**src/rtl/gcd_pkg.sv**
```systemverilog
// ---------------------------------------------------------------------------
// gcd_pkg
// Shared definitions for the GCD scheduler slice.
//   gcd_lat(w)  : pipeline depth of a gcd instance of operand width w
//   id_w(n)     : bits needed to name one of n requesters (minimum 1)
//   tag_t       : {valid, id} entry of the scheduler tag pipe, sized for
//                 the largest supported requester count
// ---------------------------------------------------------------------------
package gcd_pkg;

   localparam int MAX_NREQ = 8;

   // The gcd datapath unrolls one stage per possible subtraction step.
   function automatic int gcd_lat(int w);
      return 1 << w;
   endfunction

   // A single requester still needs a one-bit id field to keep the types legal.
   function automatic int id_w(int nreq);
      return (nreq > 1) ? $clog2(nreq) : 1;
   endfunction

   localparam int TAG_ID_W = id_w(MAX_NREQ);

   typedef struct packed {
      logic                valid;
      logic [TAG_ID_W-1:0] id;
   } tag_t;

endpackage

```
**src/rtl/gcd_sched_if.sv**
```systemverilog
// ---------------------------------------------------------------------------
// gcd_sched_if
// Bundles the requester handshake, the response strobe and the connection to
// the shared gcd datapath.
//   master : requester/datapath side (drives requests and gcd results)
//   slave  : scheduler side (drives grants, responses and gcd operands)
// ---------------------------------------------------------------------------
interface gcd_sched_if #(
   parameter int WIDTH = 4,
   parameter int NREQ  = 4
);
   logic [NREQ-1:0]       req_valid;
   logic [NREQ*WIDTH-1:0] req_a;
   logic [NREQ*WIDTH-1:0] req_b;
   logic [NREQ-1:0]       req_ready;
   logic [NREQ-1:0]       rsp_valid;
   logic [WIDTH-1:0]      rsp_data;
   logic                  rsp_err;
   logic                  idle;
   logic                  gcd_start;
   logic [WIDTH-1:0]      gcd_a;
   logic [WIDTH-1:0]      gcd_b;
   logic [WIDTH-1:0]      gcd_out;
   logic                  gcd_done;

   modport master (
      output req_valid, req_a, req_b, gcd_out, gcd_done,
      input  req_ready, rsp_valid, rsp_data, rsp_err, idle,
             gcd_start, gcd_a, gcd_b
   );

   modport slave (
      input  req_valid, req_a, req_b, gcd_out, gcd_done,
      output req_ready, rsp_valid, rsp_data, rsp_err, idle,
             gcd_start, gcd_a, gcd_b
   );
endinterface

```
**src/rtl/gcd_rr_arb.sv**
```systemverilog
// ---------------------------------------------------------------------------
// gcd_rr_arb
// Round-robin arbiter. Picks the first eligible index at or after the
// pointer, wrapping modulo NREQ; the pointer moves past the winner only
// when a grant is issued.
//   clk, rst  : clock, synchronous active-high reset
//   eligible  : NREQ request mask
//   grant     : one-hot winner, all zero during reset
//   gnt_any   : a grant is issued this cycle
//   gnt_id    : index of the winner (meaningful when gnt_any)
// ---------------------------------------------------------------------------
module gcd_rr_arb
   import gcd_pkg::*;
#(
   parameter int NREQ = 4,
   parameter int ID_W = id_w(NREQ)
) (
   input  logic            clk,
   input  logic            rst,
   input  logic [NREQ-1:0] eligible,
   output logic [NREQ-1:0] grant,
   output logic            gnt_any,
   output logic [ID_W-1:0] gnt_id
);

   logic [ID_W-1:0] ptr_q, ptr_d;
   logic [ID_W-1:0] cand;
   logic [ID_W-1:0] win_id;
   logic            found;

   // Scan outward from the pointer; the wrap is done in ID_W-bit arithmetic,
   // which stays exact because the wrapped index is always below NREQ.
   always_comb begin
      found  = 1'b0;
      win_id = '0;
      cand   = '0;
      for (int i = 0; i < NREQ; i++) begin
         if (int'(ptr_q) + i >= NREQ) begin
            cand = ptr_q + ID_W'(i) - ID_W'(NREQ);
         end else begin
            cand = ptr_q + ID_W'(i);
         end
         if (!found && eligible[cand]) begin
            found  = 1'b1;
            win_id = cand;
         end
      end
   end

   // Grants are suppressed while reset is held so nothing transfers then.
   always_comb begin
      grant   = '0;
      gnt_any = found && !rst;
      gnt_id  = win_id;
      for (int i = 0; i < NREQ; i++) begin
         grant[i] = gnt_any && (win_id == ID_W'(i));
      end
   end

   always_comb begin
      ptr_d = ptr_q;
      if (gnt_any) begin
         ptr_d = (win_id == ID_W'(NREQ - 1)) ? '0 : win_id + ID_W'(1);
      end
   end

   always_ff @(posedge clk) begin
      if (rst) begin
         ptr_q <= '0;
      end else begin
         ptr_q <= ptr_d;
      end
   end

endmodule

```
**src/rtl/gcd_sched.sv**
```systemverilog
// ---------------------------------------------------------------------------
// gcd_sched
// Shares one pipelined gcd datapath among NREQ requesters. At most one
// operand pair issues per cycle; a tag pipe of depth LAT follows each issue
// so the result leaving the datapath can be steered back to its requester
// one cycle later.
//   clk, rst : clock, synchronous active-high reset (shared with the gcd)
//   bus      : slave side of gcd_sched_if
//              req_valid/req_a/req_b/req_ready : per-requester handshake
//              rsp_valid/rsp_data/rsp_err      : registered result strobe
//              idle                            : nothing outstanding
//              gcd_start/gcd_a/gcd_b           : drive the gcd inputs
//              gcd_out/gcd_done                : gcd results
// ---------------------------------------------------------------------------
module gcd_sched
   import gcd_pkg::*;
#(
   parameter int WIDTH = 4,
   parameter int NREQ  = 4,
   parameter int LAT   = gcd_lat(WIDTH)
) (
   input logic        clk,
   input logic        rst,
   gcd_sched_if.slave bus
);

   localparam int ID_W = id_w(NREQ);

   logic [NREQ-1:0]  busy_q, busy_d;
   logic [NREQ-1:0]  eligible;
   logic [NREQ-1:0]  grant;
   logic             gnt_any;
   logic [ID_W-1:0]  gnt_id;
   logic [WIDTH-1:0] op_a, op_b;

   tag_t             tag_q [LAT];
   tag_t             tag_d [LAT];
   tag_t             tag_last;

   logic [NREQ-1:0]  rsp_valid_q, rsp_valid_d;
   logic [WIDTH-1:0] rsp_data_q, rsp_data_d;
   logic             rsp_err_q, rsp_err_d;

   // A requester with an operation in flight is held off until its result
   // has been routed back.
   assign eligible = bus.req_valid & ~busy_q;

   gcd_rr_arb #(
      .NREQ (NREQ),
      .ID_W (ID_W)
   ) u_arb (
      .clk      (clk),
      .rst      (rst),
      .eligible (eligible),
      .grant    (grant),
      .gnt_any  (gnt_any),
      .gnt_id   (gnt_id)
   );

   // Operands of the winner go straight to the datapath; zero otherwise.
   always_comb begin
      op_a = '0;
      op_b = '0;
      for (int i = 0; i < NREQ; i++) begin
         if (grant[i]) begin
            op_a = bus.req_a[i*WIDTH +: WIDTH];
            op_b = bus.req_b[i*WIDTH +: WIDTH];
         end
      end
   end

   assign bus.req_ready = grant;
   assign bus.gcd_start = gnt_any;
   assign bus.gcd_a     = op_a;
   assign bus.gcd_b     = op_b;

   // The tag pipe runs in lockstep with the gcd stages, so its last entry
   // describes whatever gcd_out is presenting this cycle.
   always_comb begin
      tag_d[0] = '{valid: gnt_any, id: TAG_ID_W'(gnt_id)};
      for (int i = 1; i < LAT; i++) begin
         tag_d[i] = tag_q[i-1];
      end
   end

   assign tag_last = tag_q[LAT-1];

   // Capture the finished result and retire the owner's busy bit. A grant to
   // the same requester cannot coincide with its retirement because busy
   // masks it out of arbitration until the edge that clears it.
   always_comb begin
      rsp_valid_d = '0;
      rsp_data_d  = rsp_data_q;
      rsp_err_d   = rsp_err_q;
      busy_d      = busy_q;
      if (tag_last.valid) begin
         rsp_data_d = bus.gcd_out;
         rsp_err_d  = ~bus.gcd_done;
      end
      for (int i = 0; i < NREQ; i++) begin
         if (tag_last.valid && (tag_last.id == TAG_ID_W'(i))) begin
            rsp_valid_d[i] = 1'b1;
            busy_d[i]      = 1'b0;
         end
      end
      busy_d = busy_d | grant;
   end

   // Reset discards every in-flight tag so no stale responses appear.
   always_ff @(posedge clk) begin
      if (rst) begin
         for (int i = 0; i < LAT; i++) begin
            tag_q[i] <= '0;
         end
         busy_q      <= '0;
         rsp_valid_q <= '0;
         rsp_data_q  <= '0;
         rsp_err_q   <= 1'b0;
      end else begin
         tag_q       <= tag_d;
         busy_q      <= busy_d;
         rsp_valid_q <= rsp_valid_d;
         rsp_data_q  <= rsp_data_d;
         rsp_err_q   <= rsp_err_d;
      end
   end

   assign bus.rsp_valid = rsp_valid_q;
   assign bus.rsp_data  = rsp_data_q;
   assign bus.rsp_err   = rsp_err_q;
   assign bus.idle      = ~|busy_q;

endmodule
```
**src/flat_wrapper.sv**
```systemverilog
// flat-port wrapper written by rule: the top's interface ports become plain ports
module gcd_sched_flat import gcd_pkg::*;
#(
   parameter int WIDTH = 4,
   parameter int NREQ  = 4,
   parameter int LAT   = gcd_lat(WIDTH)
)
  (clk, rst, bus_req_valid, bus_req_a, bus_req_b, bus_gcd_out, bus_gcd_done, bus_req_ready, bus_rsp_valid, bus_rsp_data, bus_rsp_err, bus_idle, bus_gcd_start, bus_gcd_a, bus_gcd_b);
  gcd_sched_if #(.WIDTH(WIDTH), .NREQ(NREQ)) bus_i ();
  input logic clk;
  input logic rst;
  input wire logic [$bits(bus_i.req_valid)-1:0] bus_req_valid;
  input wire logic [$bits(bus_i.req_a)-1:0] bus_req_a;
  input wire logic [$bits(bus_i.req_b)-1:0] bus_req_b;
  input wire logic [$bits(bus_i.gcd_out)-1:0] bus_gcd_out;
  input wire logic [$bits(bus_i.gcd_done)-1:0] bus_gcd_done;
  output wire logic [$bits(bus_i.req_ready)-1:0] bus_req_ready;
  output wire logic [$bits(bus_i.rsp_valid)-1:0] bus_rsp_valid;
  output wire logic [$bits(bus_i.rsp_data)-1:0] bus_rsp_data;
  output wire logic [$bits(bus_i.rsp_err)-1:0] bus_rsp_err;
  output wire logic [$bits(bus_i.idle)-1:0] bus_idle;
  output wire logic [$bits(bus_i.gcd_start)-1:0] bus_gcd_start;
  output wire logic [$bits(bus_i.gcd_a)-1:0] bus_gcd_a;
  output wire logic [$bits(bus_i.gcd_b)-1:0] bus_gcd_b;
  assign bus_i.req_valid = bus_req_valid;
  assign bus_i.req_a = bus_req_a;
  assign bus_i.req_b = bus_req_b;
  assign bus_i.gcd_out = bus_gcd_out;
  assign bus_i.gcd_done = bus_gcd_done;
  assign bus_req_ready = bus_i.req_ready;
  assign bus_rsp_valid = bus_i.rsp_valid;
  assign bus_rsp_data = bus_i.rsp_data;
  assign bus_rsp_err = bus_i.rsp_err;
  assign bus_idle = bus_i.idle;
  assign bus_gcd_start = bus_i.gcd_start;
  assign bus_gcd_a = bus_i.gcd_a;
  assign bus_gcd_b = bus_i.gcd_b;
  gcd_sched #(.WIDTH(WIDTH), .NREQ(NREQ), .LAT(LAT)) u_core (.clk(clk), .rst(rst), .bus(bus_i));
endmodule
```
**config.mk**
```make
export PLATFORM = sky130hd
export DESIGN_NAME = gcd_sched_flat
export DESIGN_NICKNAME = d
export VERILOG_FILES = /design/src/rtl/gcd_pkg.sv /design/src/rtl/gcd_sched_if.sv /design/src/rtl/gcd_rr_arb.sv /design/src/rtl/gcd_sched.sv /design/src/flat_wrapper.sv
export SDC_FILE = /design/constraint.sdc
export NUM_CORES = 1
export LEC_CHECK = 0
export BUFFER_PORTS_ARGS = -buffer_cell sky130_fd_sc_hd__buf_4
export CAP_MARGIN = 20
export CELL_PAD_IN_SITES_DETAIL_PLACEMENT = 1
export CELL_PAD_IN_SITES_GLOBAL_PLACEMENT = 2
export CORE_ASPECT_RATIO = 1.1
export CORE_MARGIN = 2
export CORE_UTILIZATION = 34
export DETAILED_ROUTE_END_ITERATION = 8
export HOLD_SLACK_MARGIN = 0.05
export PLACE_DENSITY_LB_ADDON = 0.1
export SYNTH_ARGS = -nofsm -noshare
export SYNTH_HDL_FRONTEND = slang
export SYNTH_SLANG_ARGS = --single-unit
```
**constraint.sdc**
```tcl
create_clock -name clk -period 3.9 [get_ports clk]
set_input_delay 0.585 -clock clk [delete_from_list [all_inputs] [get_ports clk]]
set_output_delay 0.585 -clock clk [all_outputs]
set_load 0.01 [all_outputs]
```
# Word-level counts from Yosys, hierarchy flattened
# Index checks and enable logic that the tools add are counted.
# word_totals
latch_bits	0
memories	0
output_inout_bits	23
ff_bits	79
rom_bits	0
word_cells	109
in_bits	43
ramBits	0
# classes
n_reduce_logical	20
muxes	33
n_addsub	4
shift	0
n_mul	0
bitwise	4
order_cmp	4
div_mod_pow	0
eq_ne	6
# ops
operator	n
two-way mux 4 bit	8
two-way mux 1 bit	16
logical AND 1 bit	12
< comparator 2 x 3 -> 1 bit (second input constant)	4
two-way mux 2 bit	5
binary-select mux 1 bit (select 2 bit)	4
equality test 3 x 2 -> 1 bit (second input constant)	2
logical NOT 1 bit	5
adder 2 x 1 -> 2 bit (second input constant)	2
adder 2 bit (second input constant)	2
bitwise AND 4 bit	1
equality test 2 bit (second input constant)	2
inverter 4 bit	1
bitwise OR 4 bit	1
OR reduction 4 bit	1
equality test 3 x 1 -> 1 bit (second input constant)	1
logical NOT 3 bit	1
equality test 2 x 1 -> 1 bit (second input constant)	1
logical NOT 2 bit	1
inverter 1 bit	1

# Logic depth before layout (Yosys ltp)
# Gate-level depths: netlist of the first run.
# depth
depth_word	20
mapped_depth	10
mapped_depth_nobuf	9

# By module
# Synthesis of the first run repeated with hierarchy kept, for this count alone.
# unflattened
hier_cells	213
hier_area_um2	2287.2
# by_module_without_submodules
module	instances	seq_area_each_um2	cells_per_inst	area_each_um2
gcd_sched	1	1221.2	182	2011.9
gcd_rr_arb	1	40.0	31	275.3

# Least setup slack after synthesis of the first run
# No wires, ideal clock.
# synth_path
kind	input to output
startpoint	input port bus_req_valid[1]
endpoint	output port bus_gcd_a[0]
arrival_ns	2.090
t_required_ns	3.315
slack_ns	1.225
path_buffers	2
path_stages	9
path_cell_list	nor2b_1 -> o221ai_1 -> a22oi_2 -> inv_2 -> ha_1 -> buf_2 -> buf_2 -> a211o_1 -> a21oi_1
# synth_between
elab_chain_len	19
word_cells_on_any_way	36
classes_between	eq/ne (3); mux (20); bitwise (1); reduce/logical (12)
# synth_rtl
element	line	source
start: declaration	flat_wrapper.sv:12	input wire logic [$bits(bus_i.req_valid)-1:0] bus_req_valid;
bitwise AND 4 bit *	gcd_sched.sv:46	assign eligible = bus.req_valid & ~busy_q;
binary-select mux 1 bit (select 2 bit)	gcd_rr_arb.sv:43	if (!found && eligible[cand]) begin
two-way mux 1 bit (implied by the code)	gcd_rr_arb.sv:43	
two-way mux 1 bit	gcd_rr_arb.sv:43	
logical NOT 1 bit	gcd_rr_arb.sv:43	
logical AND 1 bit	gcd_rr_arb.sv:43	
two-way mux 1 bit	gcd_rr_arb.sv:43	
logical NOT 1 bit	gcd_rr_arb.sv:43	
(+2 left out)	n/a	
logical NOT 1 bit	gcd_rr_arb.sv:43	
logical AND 1 bit	gcd_rr_arb.sv:43	
two-way mux 2 bit *	gcd_rr_arb.sv:43	
net u_core.gnt_id[0]	gcd_sched.sv:33	logic [ID_W-1:0] gnt_id;
logical NOT 2 bit	gcd_rr_arb.sv:56	grant[i] = gnt_any && (win_id == ID_W'(i));
logical AND 1 bit	gcd_rr_arb.sv:56	
two-way mux 4 bit (3 in a row)	gcd_sched.sv:65	if (grant[i]) begin
two-way mux 4 bit *	gcd_sched.sv:65	
end: declaration	flat_wrapper.sv:23	output wire logic [$bits(bus_i.gcd_a)-1:0] bus_gcd_a;
# The timed path passes the listed nets; every way through them passes the cells marked *. The select of a mux whose other input is x is not followed.

# Worst setup path in the final report of the first run
# layout_path
startpoint	register u_core.busy_q[3]
endpoint	output port bus_gcd_b[1]
# layout_between
elab_chain_len	20
word_cells_on_any_way	37
classes_between	eq/ne (3); mux (20); bitwise (2); reduce/logical (12)
# layout_rtl
element	line	source
start: declaration	gcd_sched.sv:29	logic [NREQ-1:0] busy_q, busy_d;
start signal: assignment	gcd_sched.sv:121	busy_q <= busy_d;
inverter 4 bit *	gcd_sched.sv:46	
bitwise AND 4 bit *	gcd_sched.sv:46	
binary-select mux 1 bit (select 2 bit)	gcd_rr_arb.sv:43	
two-way mux 1 bit (implied by the code)	gcd_rr_arb.sv:43	
two-way mux 1 bit	gcd_rr_arb.sv:43	
logical NOT 1 bit	gcd_rr_arb.sv:43	
logical AND 1 bit	gcd_rr_arb.sv:43	
two-way mux 1 bit	gcd_rr_arb.sv:43	
(+2 left out)	n/a	
two-way mux 1 bit	gcd_rr_arb.sv:43	
logical NOT 1 bit	gcd_rr_arb.sv:43	
logical AND 1 bit	gcd_rr_arb.sv:43	
two-way mux 2 bit / two-way mux 1 bit (equally long branches)	gcd_rr_arb.sv:43	
logical NOT 2 bit / logical AND 1 bit (equally long branches)	gcd_rr_arb.sv:56, gcd_rr_arb.sv:53	
logical AND 1 bit	gcd_rr_arb.sv:56	
two-way mux 4 bit (3 in a row)	gcd_sched.sv:65	
two-way mux 4 bit *	gcd_sched.sv:65	
end: declaration	flat_wrapper.sv:24	output wire logic [$bits(bus_i.gcd_b)-1:0] bus_gcd_b;
# Every way passes the cells marked *; elsewhere a longest branch is shown, timed or not. The select of a mux whose other input is x is not followed.

==> metrics, run 1 <==
Design Area, Final=0.00310 mm²; FILL cells=768; share of layout cells above drive strength 1=0.333; Final GP Congestion=about 0.72; routed vias/inst=4.67; Post-Syn Nets=about 270; die width=approximately 83 µm; Die Ht=between 90 and 100 µm; Tmin final=3.41 ns; reg2reg start=u_core.busy_q[3]$_SDFF_PP0_; RSZ-0062 raised after global routing=false; Core ar.=roughly 0.0066 mm²; worst-skew pair later-pin latency=0.33 ns; overall routed net length=5.08 mm; Comb pwr share=0.304; footprint of the multi-input gates=about 960 µm²; Setup Buffers After CTS=0; switch share=0.304; Warnings, synthesis=0; Slew Limit Headroom=0.568; synthesized cell area=roughly 0.0023 mm²; hold crit path type=input port to register; area post-placement=0.00287 mm²; grt ovf=0; final net count=336; # diodes=0; r2r setup slk=1.87 ns; register bit count reported by yosys=63; Clock Skew=a little over 0.008 ns; Critical Path End=bus_gcd_b[1]; CP Launch Point=u_core.busy_q[3]$_SDFF_PP0_; clock power share=0.329; Max stage delay on crit path=0.46 ns; Reg area=0.00126 mm²; # Max-Cap Violations=0; CP cell instances=nand2b_4 -> a21o_2 -> a22o_2 -> ha_1 -> nor2b_1 -> a221oi_1 -> a211o_1 -> a21oi_1 -> buf_4; critical path endpoint category=output port; Sequential Power Share=0.367; post-route clock period utilization=0.874; PwrDens=621 mW/mm²; Reg clk slew, reported paths=0.08 ns; Max IR drop VDD=0.376 mV; Sink Count=63; Fin Setup TNS=0 ns; achievable clock frequency=0.293 GHz; cts bufs inserted=9; root buf cell=clkbuf_8; H-tree lvl count=3; Max clock buf depth=2; DIE AREA=0.00759 mm²; worst-path maximum fanout=11; drc violations=0; Sw Pwr=586 µW; critical path's slowest cell=nor2b_1; Worst Setup Path Type=register to output port; number of top-level pins=66; LEAKAGE=approximately 0.0014 µW; Initial Util=0.354; commonest cells after routing, fill and taps aside=66 x buf_4, 63 x dfxtp_1, 48 x nor2b_1; Seq/Total Area, Yosys=0.537; TritonCTS clock tree=done; initial antenna violation count=0; PnR worst setup slack=0.491 ns; r2r worst-path depth=7; Initial DRT Pass Iterations=4; buffers added on ports=65; WL per Instance=13.5 µm; initial DRC count=92; Syn Area/Cell=10.4 µm²; largest net degree at the start of global routing=63; area grow syn2layout=32.0%; Power Total=1930 µW; post_cts resized=0; most common cell after layout, fill and taps aside=buf_4; Final Slew Violations=0; Synth cell types=37; outcome=finished clean; first-pass GRT wire length=8.32 mm; vias in the first global route=approximately 1,700; pin slew with the least headroom to its limit=0.648 ns; gr usage total=0.138; Setup WS pre-CTS=0.546 ns; Fin. Hold Viols=0; Startpoint Class=register; # rows=31; Int Pwr=around 1300 µW; Final setup viols=0; RR Endpoint=u_core.busy_q[2]$_SDFF_PP0_; Final ANT Viol Nets=0; cts-stage hold buffer count=0; WP data required=between 3 and 4 ns; Gate Count Post-Synth=226; DP HPWL=around 3.6 mm; arrival time at the worst endpoint=about 2.8 ns; DR vias=approximately 1,800
## stage by stage
| step | hold WS, ns | std cells | util |
|---|---|---|---|
| 6_report | 0.423 | 376 | 0.468 |
| 3_5_place_dp | 0.427 | 360 | 0.433 |
| 2_1_floorplan | 0.414 | 226 | - |
| 4_1_cts | 0.402 | 376 | 0.468 |
| 3_3_place_gp | 0.418 | 360 | 0.433 |
| 5_1_grt | 0.407 | 376 | 0.468 |
## registers in the layout, indices dropped and copies added (netlist names)
signal and flops:
u_core.busy_q 4, u_core.tag_last 3, u_core.bus.rsp_valid 4, u_core.u_arb.ptr_q 2, u_core.tag_d 45, u_core.bus.rsp_data 4, u_core.bus.rsp_err 1
## how the worst min path moves through the flow
stage	start	to	slack, ns	cells after the start
2_1_floorplan	u_core.tag_d[4]$_SDFF_PP0_	u_core.tag_d[0]$_SDFF_PP0_	0.41	1
3_3_place_gp	u_core.tag_d[3]$_SDFF_PP0_	u_core.tag_last[3]$_SDFF_PP0_	0.42	1
3_5_place_dp	u_core.tag_d[55]$_SDFF_PP0_	u_core.tag_d[51]$_SDFF_PP0_	0.43	1
4_1_cts	bus_gcd_done	u_core.bus.rsp_err$_SDFFE_PP0P_	0.40	2
5_1_grt	bus_gcd_done	u_core.bus.rsp_err$_SDFFE_PP0P_	0.41	2
6_report	bus_gcd_done	u_core.bus.rsp_err$_SDFFE_PP0P_	0.42	2
## cell type report
class / count / share of cell area
clock inverter: 7 / 0.0335
clock buffer: 9 / 0.0399
multi-input combinational: 136 / 0.310
sequential: 63 / 0.407
timing repair buffer: 66 / 0.160
inverter: 13 / 0.0173
tap: 82 / 0.0331
## cells by family (layout without fill, tap and decap cells)
group,Yosys count,in the layout,share of synthesized area
AOI/OAI and AO/OA,37,37,0.118
adders and majority gates,4,4,0.0213
buffers and inverters,27,95,0.0543
DFF,63,63,0.537
muxes,5,5,0.0213
and+or+nand+nor,90,90,0.249
## metal layers
metal  vias up  wire (µm)  GRT usage
met4         0        121     0.0697
met3        11        183     0.0364
met5         -          0          0
met2        34       2360      0.204
met1       834       2410      0.186
li1        876          -          -
## synthesized netlist by cell type (all sizes together)
library cell	n	area, µm²
a211o	8	70.1
a211oi	1	7.51
a21o	1	8.76
a21oi	10	50.1
a221oi	8	70.1
a22o	1	10.0
a22oi	3	27.5
and2	4	35.0
and2b	1	7.51
and4b	1	10.0
buf	9	53.8
clkbuf	5	20.0
dfxtp	63	1260
ha	4	50.1
inv	13	53.8
mux2i	5	50.1
nand2	11	41.3
nand2b	6	70.1
nand3	1	5.00
nand3b	1	7.51
nand4	1	21.3
nor2	11	41.3
nor2b	48	300
nor3	1	10.0
nor4	1	6.26
nor4b	1	8.76
nor4bb	2	20.0
o21ai	3	15.0
o221ai	2	17.5
## worst max-delay path: cells and delay by family (launching register included)
kind,cells,cell delay (ns)
flip-flops,1,0.35
AND/OR/NAND/NOR,2,0.64
adder cells (fa/ha/maj),1,0.31
buffers and inverters,1,0.14
AO/OA/AOI/OAI,5,1.04
## power by group through the flow
| stage | sequential, µW | combinational (µW) | clock, µW |
|---|---|---|---|
| 2_1_floorplan | 714 | 413 | 0 |
| 3_3_place_gp | 723 | 592 | 0 |
| 3_5_place_dp | 722 | 597 | 0 |
| 4_1_cts | 708 | 598 | 654 |
| 5_1_grt | 714 | 650 | 680 |
| 6_report | 708 | 586 | 633 |
Power figures use the tool's default switching activity.
==> inputs of run 2 (changes only) <==
CORE_UTILIZATION = 30   (was 34)
==> run 2 against run 1 <==
Compared with the run above:
- total power shrank 3.0%
- clock-buffer cell count up 2
- die area is 13% higher
- hold slack gained 0.0067 ns
- clock power fell by 12%
- maximum frequency rose by 3.6%
- clock skew is 0.0046 ns lower
- global-route usage is 0.39 points lower
- final cell count up 6.6%
- critical path depth rose by 2
- non-clock buffer count rose by 2
- wire length rose by 3.5%
- largest cell class unchanged
- highest routed layer unchanged
==> metrics, run 2 (same netlist as run 1, synthesis figures left out) <==
outcome=finished clean; non-filler cells, final=401 (+6.6%); final net count=338 (+0.60%); FILL cells=867 (+13%); switch share=0.305 (+0.000747); Sequential Power Share=0.380 (+0.013); DIE AREA=0.00856 mm² (+13%); worst-skew pair later-pin latency=0.33 ns (about the same); Max IR drop VDD=0.237 mV (-37%); area grow syn2layout=32.6%; Tmin final=3.29 ns (-0.120 ns); worst-path maximum fanout=5 (-6); Initial DRT Pass Iterations=4 (unchanged); DR vias=1,750 (-0.28%); Slew Limit Headroom=0.530 (-0.0384); # Max-Cap Violations=0 (unchanged); grt ovf=0 (unchanged); Reg area=0.00126 mm² (unchanged); overall routed net length=5.25 mm (+3.5%); cts-stage hold buffer count=0 (unchanged); LEAKAGE=0.00136 µW (about the same); # diodes=0 (unchanged); Final Slew Violations=0 (unchanged); pin slew with the least headroom to its limit=0.706 ns (+0.0575 ns); post_cts resized=0 (unchanged); root buf cell=clkbuf_8; PwrDens=600 mW/mm² (-3.4%); Final setup viols=0 (unchanged); Die Ht=96.8 µm (+6.2%); Int Pwr=1300 µW (-3.1%); Max clock buf depth=2 (unchanged); Sink Count=63 (unchanged); largest net degree at the start of global routing=63 (unchanged); first-pass GRT wire length=8.87 mm (+6.6%); Final ANT Viol Nets=0 (unchanged); DP HPWL=3.58 mm (about the same); CP cell instances=and2b_1 -> o221ai_1 -> a22oi_2 -> inv_2 -> ha_1 -> nor2b_1 -> buf_4 -> a221oi_1 -> a211o_1 -> a21oi_1 -> buf_4; Comb pwr share=0.323 (+0.019); commonest cells after routing, fill and taps aside=68 x buf_4, 63 x dfxtp_1, 48 x nor2b_1; H-tree lvl count=3 (unchanged); Startpoint Class=register; Final GP Congestion=0.786 (+8.4%); initial DRC count=60 (-35%); TritonCTS clock tree=done; buffers added on ports=65 (unchanged); cts bufs inserted=9 (unchanged); Setup Buffers After CTS=0 (unchanged); share of layout cells above drive strength 1=0.334 (+0.00113); Initial Util=0.313 (-0.0416); Core ar.=0.00751 mm² (+13%); # rows=33 (+6.5%); Clock Skew=0.00371 ns (-0.00457 ns); max FFs per register=45 (unchanged); footprint of the multi-input gates=961 µm² (unchanged); number of top-level pins=66 (unchanged); most common cell after layout, fill and taps aside=buf_4; Fin Setup TNS=0 ns (unchanged); PnR worst setup slack=0.610 ns (+0.120 ns); Reg clk slew, reported paths=0.07 ns (about the same); drc violations=0 (unchanged); critical path endpoint category=output port; WP data required=3.31 ns (about the same); Worst Setup Path Type=register to output port; WL per Instance=13.1 µm (-2.9%); achievable clock frequency=0.304 GHz (+3.6%); Max stage delay on crit path=0.41 ns (-0.05 ns); hold crit path type=input port to register; routed vias/inst=4.36 (-6.5%); die width=88.4 µm (+6.1%); vias in the first global route=1,838 (+8.7%); clock power share=0.297 (-0.032); Setup WS pre-CTS=0.700 ns (+0.154 ns); critical path's slowest cell=dfxtp_1; Sw Pwr=570 µW (-2.7%); initial antenna violation count=0 (unchanged); gr usage total=0.134 (-0.00394); arrival time at the worst endpoint=2.70 ns (-0.12 ns); post-route clock period utilization=0.844 (-0.0307); Fin. Hold Viols=0 (unchanged); Worst path most repeated cell=buf_4; Power Total=1870 µW (-3.0%); Inst Count DP=385 (+6.9%); RSZ-0062 raised after global routing=false
-- run 2: cell types whose count changed in the layout (fill, tap and decap cells not counted), sizes merged --
cell	delta
clkbuf	+2
bufinv	-1
buf	+2
inv	-3
clkinv	+2
-- run 2: layout make-up --
type                       count  area share
clock buffer                  11      0.0454
timing repair buffer          68       0.164
inverter                      13      0.0173
clock inverter                 5      0.0185
sequential                    63       0.405
tap                          105      0.0422
multi-input combinational    136       0.308
-- run 2: worst paths after layout --
path                          startpoint                              end  slack [ns]  cells past startpoint
max          u_core.busy_q[3]$_SDFF_PP0_                     bus_gcd_b[1]        0.61                     11
min                         bus_gcd_done  u_core.bus.rsp_err$_SDFFE_PP0P_        0.43                      2
min reg2reg  u_core.tag_d[51]$_SDFF_PP0_      u_core.tag_d[47]$_SDFF_PP0_        0.44                      1
max reg2reg  u_core.busy_q[3]$_SDFF_PP0_      u_core.busy_q[3]$_SDFF_PP0_        1.84                      7
-- run 2: routing by layer --
layer	up-vias	routed length, µm	share of wire	track usage
li1	877	-	-	-
met1	827	2380	0.45	0.175
met2	36	2540	0.48	0.201
met3	10	203	0.039	0.0367
met4	0	132	0.025	0.0676
met5	-	0	0	0
-- run 2: metrics by stage --
step | hold slack, ns | cell area (µm²) | utilization
after global placement | 0.417 | 2920 | 0.388
after floorplan | 0.414 | 2350 | -
after CTS | 0.414 | 3120 | 0.415
after global routing | 0.415 | 3120 | 0.415
final | 0.430 | 3120 | 0.415
after detailed placement | 0.427 | 2920 | 0.388
-- run 2: power groups by stage --
stage	sequential [µW]	clock (µW)	combinational, µW
global placement	724	0	607
CTS	711	578	616
global route	717	607	672
finish	710	555	605
detailed placement	725	0	614
floorplan	714	0	413
-- run 2: worst max-delay path: cells and delay by family (launching register included) --
kind            cells  cell delay, ns
flops               1            0.41
fa+ha+maj           1            0.18
simple gates        2            0.49
compound gates      5            0.83
buf+inv             3            0.45
